===== config.mk =====
export PLATFORM = sky130hd
export DESIGN_NAME = axis_fifo_sync_pkt
export DESIGN_NICKNAME = d
export VERILOG_FILES = /design/src/rtl/axis_fifo_sync_pkt.sv
export SDC_FILE = /design/constraint.sdc
export NUM_CORES = 2
export LEC_CHECK = 0
export ABC_CLOCK_PERIOD_IN_PS = 5900
export BUFFER_PORTS_ARGS = -buffer_cell sky130_fd_sc_hd__buf_2
export CAP_MARGIN = 25
export CORE_ASPECT_RATIO = 1.4
export CORE_MARGIN = 5
export CORE_UTILIZATION = 54
export CTS_BUF_LIST = sky130_fd_sc_hd__clkbuf_4 sky130_fd_sc_hd__clkbuf_8 sky130_fd_sc_hd__clkbuf_16
export CTS_CLUSTER_SIZE = 40
export DETAILED_ROUTE_END_ITERATION = 8
export PLACE_DENSITY = 0.69
export SYNTH_ARGS = -nofsm -noshare
export SYNTH_HDL_FRONTEND = slang
export SYNTH_SLANG_ARGS = --single-unit

===== constraint.sdc =====
create_clock -name aclk -period 5.9 [get_ports aclk]
set_clock_uncertainty 0.05 [all_clocks]
set_input_delay 0.885 -clock aclk [delete_from_list [all_inputs] [get_ports aclk]]
set_output_delay 0.885 -clock aclk [all_outputs]
set_load 0.05 [all_outputs]

===== src/rtl/axis_fifo_sync_pkt.sv =====
`timescale 1ns/1ps
// Single-clock AXI-Stream FIFO: RAM plus first-word-fall-through output register,
// optional store-and-forward packet gating, occupancy/packet counters and threshold flags.
module axis_fifo_sync_pkt #(
   parameter int FIFO_DEPTH   = 256,
   parameter int BUS_WIDTH    = 1,
   parameter int USER_WIDTH   = 1,
   parameter int DEST_WIDTH   = 1,
   parameter int PACKET_MODE  = 0,
   parameter int ALMOST_FULL  = 240,
   parameter int ALMOST_EMPTY = 16,
   parameter int COUNT_WIDTH  = $clog2(FIFO_DEPTH) + 1
) (
   input  logic                     aclk,
   input  logic                     arst,
   input  logic                     s_axis_tvalid,
   output logic                     s_axis_tready,
   input  logic [BUS_WIDTH*8-1:0]   s_axis_tdata,
   input  logic [BUS_WIDTH-1:0]     s_axis_tkeep,
   input  logic                     s_axis_tlast,
   input  logic [USER_WIDTH-1:0]    s_axis_tuser,
   input  logic [DEST_WIDTH-1:0]    s_axis_tdest,
   output logic                     m_axis_tvalid,
   input  logic                     m_axis_tready,
   output logic [BUS_WIDTH*8-1:0]   m_axis_tdata,
   output logic [BUS_WIDTH-1:0]     m_axis_tkeep,
   output logic                     m_axis_tlast,
   output logic [USER_WIDTH-1:0]    m_axis_tuser,
   output logic [DEST_WIDTH-1:0]    m_axis_tdest,
   output logic [COUNT_WIDTH-1:0]   data_count,
   output logic [COUNT_WIDTH-1:0]   packet_count,
   output logic                     almost_full,
   output logic                     almost_empty
);

   localparam int PTR_W   = $clog2(FIFO_DEPTH);
   localparam int DATA_W  = BUS_WIDTH * 8;
   localparam int ENTRY_W = DATA_W + BUS_WIDTH + 1 + USER_WIDTH + DEST_WIDTH;
   localparam int LAST_BIT = USER_WIDTH + DEST_WIDTH;
   localparam logic [COUNT_WIDTH-1:0] DEPTH_C = COUNT_WIDTH'(FIFO_DEPTH);
   localparam logic [31:0] AF_TH = ALMOST_FULL;
   localparam logic [31:0] AE_TH = ALMOST_EMPTY;

   logic [ENTRY_W-1:0]     mem [FIFO_DEPTH];
   logic [PTR_W-1:0]       wr_ptr;
   logic [PTR_W-1:0]       rd_ptr;
   logic [COUNT_WIDTH-1:0] count_q;
   logic [COUNT_WIDTH-1:0] count_d;
   logic [COUNT_WIDTH-1:0] pkt_q;
   logic [COUNT_WIDTH-1:0] pkt_d;
   logic [ENTRY_W-1:0]     out_q;
   logic                   out_valid;
   logic                   init_q;
   logic                   tready_q;
   logic                   draining_q;
   logic                   af_q;
   logic                   ae_q;

   logic                   full;
   logic                   wr_en;
   logic                   rd_en;
   logic                   ram_empty;
   logic                   load;
   logic                   rd_last;
   logic                   pkt_inc;
   logic                   pkt_dec;
   logic [ENTRY_W-1:0]     wr_entry;

   assign full      = (count_q == DEPTH_C);
   assign ram_empty = (count_q == COUNT_WIDTH'(out_valid));
   assign rd_last   = out_q[LAST_BIT];
   assign wr_entry  = {s_axis_tdata, s_axis_tkeep, s_axis_tlast, s_axis_tuser, s_axis_tdest};

   // In packet mode the head beat is held back until a whole packet is stored, unless the
   // FIFO is full (an oversized packet) or such a packet is already part-way out.
   assign m_axis_tvalid = (PACKET_MODE != 0) ?
                          (out_valid && ((pkt_q != '0) || full || draining_q)) : out_valid;

   assign s_axis_tready = tready_q;
   assign wr_en = s_axis_tvalid && tready_q;
   assign rd_en = m_axis_tvalid && m_axis_tready;
   assign load  = !ram_empty && (!out_valid || rd_en);

   assign {m_axis_tdata, m_axis_tkeep, m_axis_tlast, m_axis_tuser, m_axis_tdest} = out_q;
   assign data_count   = count_q;
   assign packet_count = pkt_q;
   assign almost_full  = af_q;
   assign almost_empty = ae_q;

   // Next-state occupancy and packet counts shared by the state register and the flags.
   always_comb begin
      count_d = count_q;
      pkt_d   = pkt_q;
      pkt_inc = wr_en && s_axis_tlast;
      pkt_dec = rd_en && rd_last && (pkt_q != '0);
      if (wr_en && !rd_en) begin
         count_d = count_q + COUNT_WIDTH'(1);
      end else if (rd_en && !wr_en) begin
         count_d = count_q - COUNT_WIDTH'(1);
      end
      if (pkt_inc && !pkt_dec && (pkt_q != DEPTH_C)) begin
         pkt_d = pkt_q + COUNT_WIDTH'(1);
      end else if (pkt_dec && !pkt_inc) begin
         pkt_d = pkt_q - COUNT_WIDTH'(1);
      end
   end

   always_ff @(posedge aclk) begin
      if (wr_en) begin
         mem[wr_ptr] <= wr_entry;
      end
   end

   // tready is held low for one extra cycle after reset via init_q.
   always_ff @(posedge aclk) begin
      if (arst) begin
         wr_ptr     <= '0;
         rd_ptr     <= '0;
         count_q    <= '0;
         pkt_q      <= '0;
         out_q      <= '0;
         out_valid  <= 1'b0;
         init_q     <= 1'b0;
         tready_q   <= 1'b0;
         draining_q <= 1'b0;
         af_q       <= 1'b0;
         ae_q       <= 1'b1;
      end else begin
         init_q   <= 1'b1;
         tready_q <= init_q && (count_d != DEPTH_C);
         count_q  <= count_d;
         pkt_q    <= pkt_d;
         af_q     <= (32'(count_d) >= AF_TH);
         ae_q     <= (32'(count_d) <= AE_TH);
         if (wr_en) begin
            wr_ptr <= wr_ptr + PTR_W'(1);
         end
         if (load) begin
            out_q     <= mem[rd_ptr];
            rd_ptr    <= rd_ptr + PTR_W'(1);
            out_valid <= 1'b1;
         end else if (rd_en) begin
            out_valid <= 1'b0;
         end
         if (rd_en) begin
            draining_q <= !rd_last;
         end
      end
   end

endmodule

== Yosys cells after proc, flatten, opt, wreduce, memory -nomap -nowiden ==
Memories as Yosys holds them, arrays and structs flattened. A register that Yosys moved wholly into a read port is not among the register bits.
Cells that the tools add are included.
Word-level totals
  logic and storage cells: 52
  bits in writable memories: 3072
  flip-flop bits (word level): 39
  memories: 1
Memory list
  mem: depth 256, width 12, rd ports 1, clocked after memory_dff 1, write ports 1, line 44  | logic [ENTRY_W-1:0] mem [FIFO_DEPTH];
Cells by class
  add/sub/neg operators: 6
  equal/unequal tests: 3
  $lt $le $gt $ge: 2
  reduce and logical (&&, ||, !) cells: 22
  muxes and demuxes: 9
Operators with widths (count)
  two-way mux 9 bit: 4
  adder 9 x 1 -> 9 bit, second input constant: 2
  != test 9 bit, second input constant: 2
  subtractor 9 x 1 -> 9 bit, second input constant: 2
  adder 8 x 1 -> 8 bit, second input constant: 2
  logical AND 1 bit: 12
  equality test 9 x 1 -> 1 bit: 1
  greater-or-equal comparator 9 x 8 -> 1 bit, second input constant: 1
  <= comparator 9 x 5 -> 1 bit, second input constant: 1
  nonzero test 9 bit: 1
  logical NOT 1 bit: 6
  two-way mux 1 bit: 5
  nonzero test 2 bit: 2
  logical OR 1 bit: 1

== Logic depth before layout (Yosys ltp) ==
  word-level depth: 7
  depth in mapped cells: 13
  depth with buffers taken out: 13

== Worst setup path before layout ==
Ideal clock, no wire load.
  kind: input to register
  start point: in m_axis_tready
  end point: reg pkt_q[8] (netlist: packet_count[8])
  stages: 12
  data required time: 5.776 ns
  setup time: 0.074 ns
  setup slack: 2.370 ns
  path buffers: 0
  arrival time: 3.405 ns
  cell sequence: and3_1 a21oi_1 o21bai_1 inv_1 fa_1 nor2b_1 o21ai_0 a21boi_0 o21ai_0 a211o_1 or2_2 a31oi_1
On the way
  word-level cells in the longest chain between the ends: 7
  elaborated cells on any way between the ends: 9
  classes of those cells: mux (1); reduce/logical (8)
Ends and longest elaborated chain
  from (decl): line 24  | input logic m_axis_tready,
  logical AND 1 bit *: line 81  | assign rd_en = m_axis_tvalid && m_axis_tready;
  logical AND 1 bit * (2 in series): line 95  | pkt_dec = rd_en && rd_last && (pkt_q != '0);
  logical NOT 1 bit: line 101  | if (pkt_inc && !pkt_dec && (pkt_q != DEPTH_C)) begin
  logical AND 1 bit (2 in series): line 101
  two-way mux 9 bit or nonzero test 2 bit (tied branches)
  to (signal assigned): line 132  | pkt_q <= pkt_d;
  to (decl): line 49  | logic [COUNT_WIDTH-1:0] pkt_q;
Every way passes the cells marked *; elsewhere a longest branch is shown, timed or not.
A chain may end at the register's enable or synchronous reset.

==> impl_metrics.csv <==
group,metric,value,unit
status,status,"completed",
setup_path,cp_data_required_time,6.66,ns
clock_tree,cts_buffer_depth,4,
setup_path,path_max_fanout,48,
clock_tree,clock_sinks,3123,
yosys,synth_edf_count,3072,
setup_path,cp-end-kind,"flop",
place,gp_congestion,0.900,
power_and_ir_drop,p_leak,42.6,nW
finish,fin_nets,6398,
setup_path,r2r_cells,8,
finish,multi_input_area,26500,sq um
yosys,netlist.area_leader.share,75.7,%
floorplanning,pin_count,50,
finish,regArea,93300,sq um
sta,setup_ws,1.02,ns
drt,drcViolationCount,0,
floorplanning,dieArea,235000,sq um
setup_path,cp-start-kind,"flop",
yosys,yosysTopAreaCell,"edfxtp_1",
clock_tree,cts_root_buf,"clkbuf_16",
global_route,grt_pass1_wl,480,mm
setup_path,reg2reg_from,"rd_ptr[2]$_SDFFE_PP0P_",
hold_path,hp-class,"primary input to flop",
drt,first_iter_violations,9040,
yosys,synth_cell_type_count,78,
sta,fin_setup_tns,0,ns
sta,period_needed,4.88,ns
yosys,yosys_most_used_dff,"edfxtp_1",
flow_run,drv_cap,0,
yosys,synth_area_leaders,"edfxtp_1 (76%), mux4_2 (11%), mux2i_1 (3.5%)",
sta,relSlewSlack,20.9,%
drt,dr.pass1.iters,6,
global_route,grt_pass1_vias,63500,
finish,syn_to_final_growth,12.3,%
setup_path,critPathSlowestCell,"nor3_1",
place,dpl.hpwl,206,mm
setup_path,r2r_end,"out_q[6]$_SDFFE_PP0P_",
power_and_ir_drop,powerDensity,378,nW/um^2
drt,drt-total-wl,339,mm
clock_tree,cts_buffers,284,
clock_tree,cts_resized,0,
clock_tree,holdBufCountCts,0,
drt,num_vias,64200,
setup_path,cp.depth,8,
setup_path,cp_top_family,"compound AO/OA/AOI/OAI gates",
setup_path,crit_start,"rd_ptr[2]$_SDFFE_PP0P_",
clock_tree,h-tree-depth,5,
sta,hold_violations,0,
finish,final_cell_mix,"edfxtp_1 (3072), mux4_2 (599), mux2i_1 (427)",
global_route,grt_util_all_layers,28.8,%
drt,wl_per_cell,35.3,um
sta,setup_viol,0,
yosys,yosysWarningCount,0,
setup_path,max_stage_delay,0.93,ns
yosys,netlist_instances,5992,
setup_path,crit_type,"flop to flop",
setup_path,crit_chain,"nand2b_4 > buf_4 > o221ai_1 > o22ai_1 > o21ai_0 > o211ai_1 > nor3_1 > a221o_1",
finish,drive_gt1_share,23.8,%
sta,slew_viol_final,0,
yosys,avgSynthCellArea,20.3,sq um
floorplanning,rows,206,
drt,drt.antenna.violating_nets,0,
yosys,netlist_area,122000,sq um
place,pre_cts_ws,1.43,ns
clock_tree,clock_latency,0.86,ns
setup_path,rrSetupSlack,1.02,ns
yosys,synth_seq_cells,3123,
global_route,grt_overflow,0,
place,port_buffers,49,
drt,vias_per_cell,6.69,
finish,nFillCells,15600,
setup_path,critPathBufInv,1,
setup_path,arrival,5.64,ns
global_route,grt_max_degree,213,
global_route,grt_antenna_before_repair,18,
finish,layout_commonest_cell,"edfxtp_1",
setup_path,endpoint,"out_q[6]$_SDFFE_PP0P_",
yosys,synth-seq-area-share,76.6,%
power_and_ir_drop,max-vdd-ir-drop,287,uV
floorplanning,die_w,411,um
sta,tightest_slew,1.19,ns
floorplanning,fp.dieH,572,um
sta,fin_crit_sh,82.7,%
clock_tree,post_cts_buffers,0,
clock_tree,cts_tree,"done",
floorplanning,fp.coreArea,225000,sq um
sta,grt_setup_unrepaired,"false",
sta,hold_slack,0.298,ns
floorplanning,initial_core_util,54.2,%
yosys,syn_nets,6024,
clock_tree,clk_pin_slew,0.07,ns
power_and_ir_drop,p_total,51.7,mW
yosys,async_reset_ff_share,0,%
sta,fmax,205,MHz
finish,utilization,60.8,%
==> cell usage after synthesis (all sizes together), types with 5 or more instances <==
library cell and count:
nor2b 16, mux2i 427, a22o 11, and3 7, a21oi 122, a32oi 7
nor2 363, edfxtp 3072, xor2 11, o32ai 6, a22oi 28, clkbuf 172
mux2 31, nand3 63, nor4 9, o31ai 5, inv 16, a221oi 22
ha 15, buf 193, o221ai 156, o211ai 14, mux4 599, o311ai 6
o22ai 118, a211oi 15, nand4 15, xnor2 12, a221o 6, and2 24
a31oi 32, dfxtp 51, nand2 126, o21ai 88, nand2b 8, nor3 49
or2 8, or3 10
==> state kept, by name, indices dropped and copies added (netlist names), 8 cells and up <==
| signal | flops |
|---|---|
| data_count | 9 |
| mem | 3072 |
| out_q | 12 |
| packet_count | 9 |
| rd_ptr | 8 |
| wr_ptr | 8 |
==> metal layers <==
metal | vias up | wire, um | GRT usage (%)
met3 | 867 | 34400 | 5.73
met4 | 12 | 23200 | 16.4
met2 | 4123 | 164000 | 46.0
li1 | 25700 | - | -
met1 | 33500 | 117000 | 37.3
met5 | - | 87 | 0.0821
==> cells by family (layout without fill, tap and decap cells) <==
| group | after synthesis | count (layout) | synth area share (%) |
|---|---|---|---|
| mux | 1057 | 1057 | 14.9 |
| fa+ha+maj | 16 | 16 | 0.170 |
| xor+xnor | 23 | 23 | 0.165 |
| simple gates | 704 | 704 | 2.51 |
| buf+inv | 382 | 959 | 1.78 |
| compound gates | 687 | 687 | 3.94 |
| flops | 3123 | 3123 | 76.6 |
| other cells | 0 | 10 | 0 |
==> area by class of cell <==
type                    count  share of cell area, %
repair buffers            453                   3.04
inverters                  17                 0.0558
clock inverters           143                  0.918
multi-input cells        2487                   19.4
well taps                3016                   2.76
diodes                     10                 0.0183
flip-flops and latches   3123                   68.2
clock buffers             346                   5.61
==> power breakdown <==
| part | internal (mW) | switching, mW | total (mW) |
|---|---|---|---|
| Clock | 10.1 | 7.95 | 18.0 |
| Sequential | 24.4 | 0.242 | 24.7 |
| Combinational | 3.86 | 5.15 | 9.00 |
| Total | 38.3 | 13.3 | 51.7 |
==> through the flow <==
| step | area (sq um) | std cells |
|---|---|---|
| 3_3_place_gp | 127000 | 8997 |
| 6_report | 137000 | 9595 |
| 4_1_cts | 137000 | 9580 |
| 2_1_floorplan | 122000 | 5992 |
| 3_5_place_dp | 128000 | 9091 |
| 5_1_grt | 137000 | 9586 |
==> worst min path at each step <==
stage	from	endpoint	cells past startpoint
5_1_grt	arst	data_count[7]$_SDFF_PP0_	2
6_report	arst	almost_full$_SDFF_PP0_	2
3_3_place_gp	init_q$_DFF_P_	s_axis_tready$_SDFF_PP0_	2
3_5_place_dp	init_q$_DFF_P_	s_axis_tready$_SDFF_PP0_	2
4_1_cts	arst	almost_full$_SDFF_PP0_	2
2_1_floorplan	init_q$_DFF_P_	s_axis_tready$_SDFF_PP0_	2
Power figures use the tool's default switching activity.
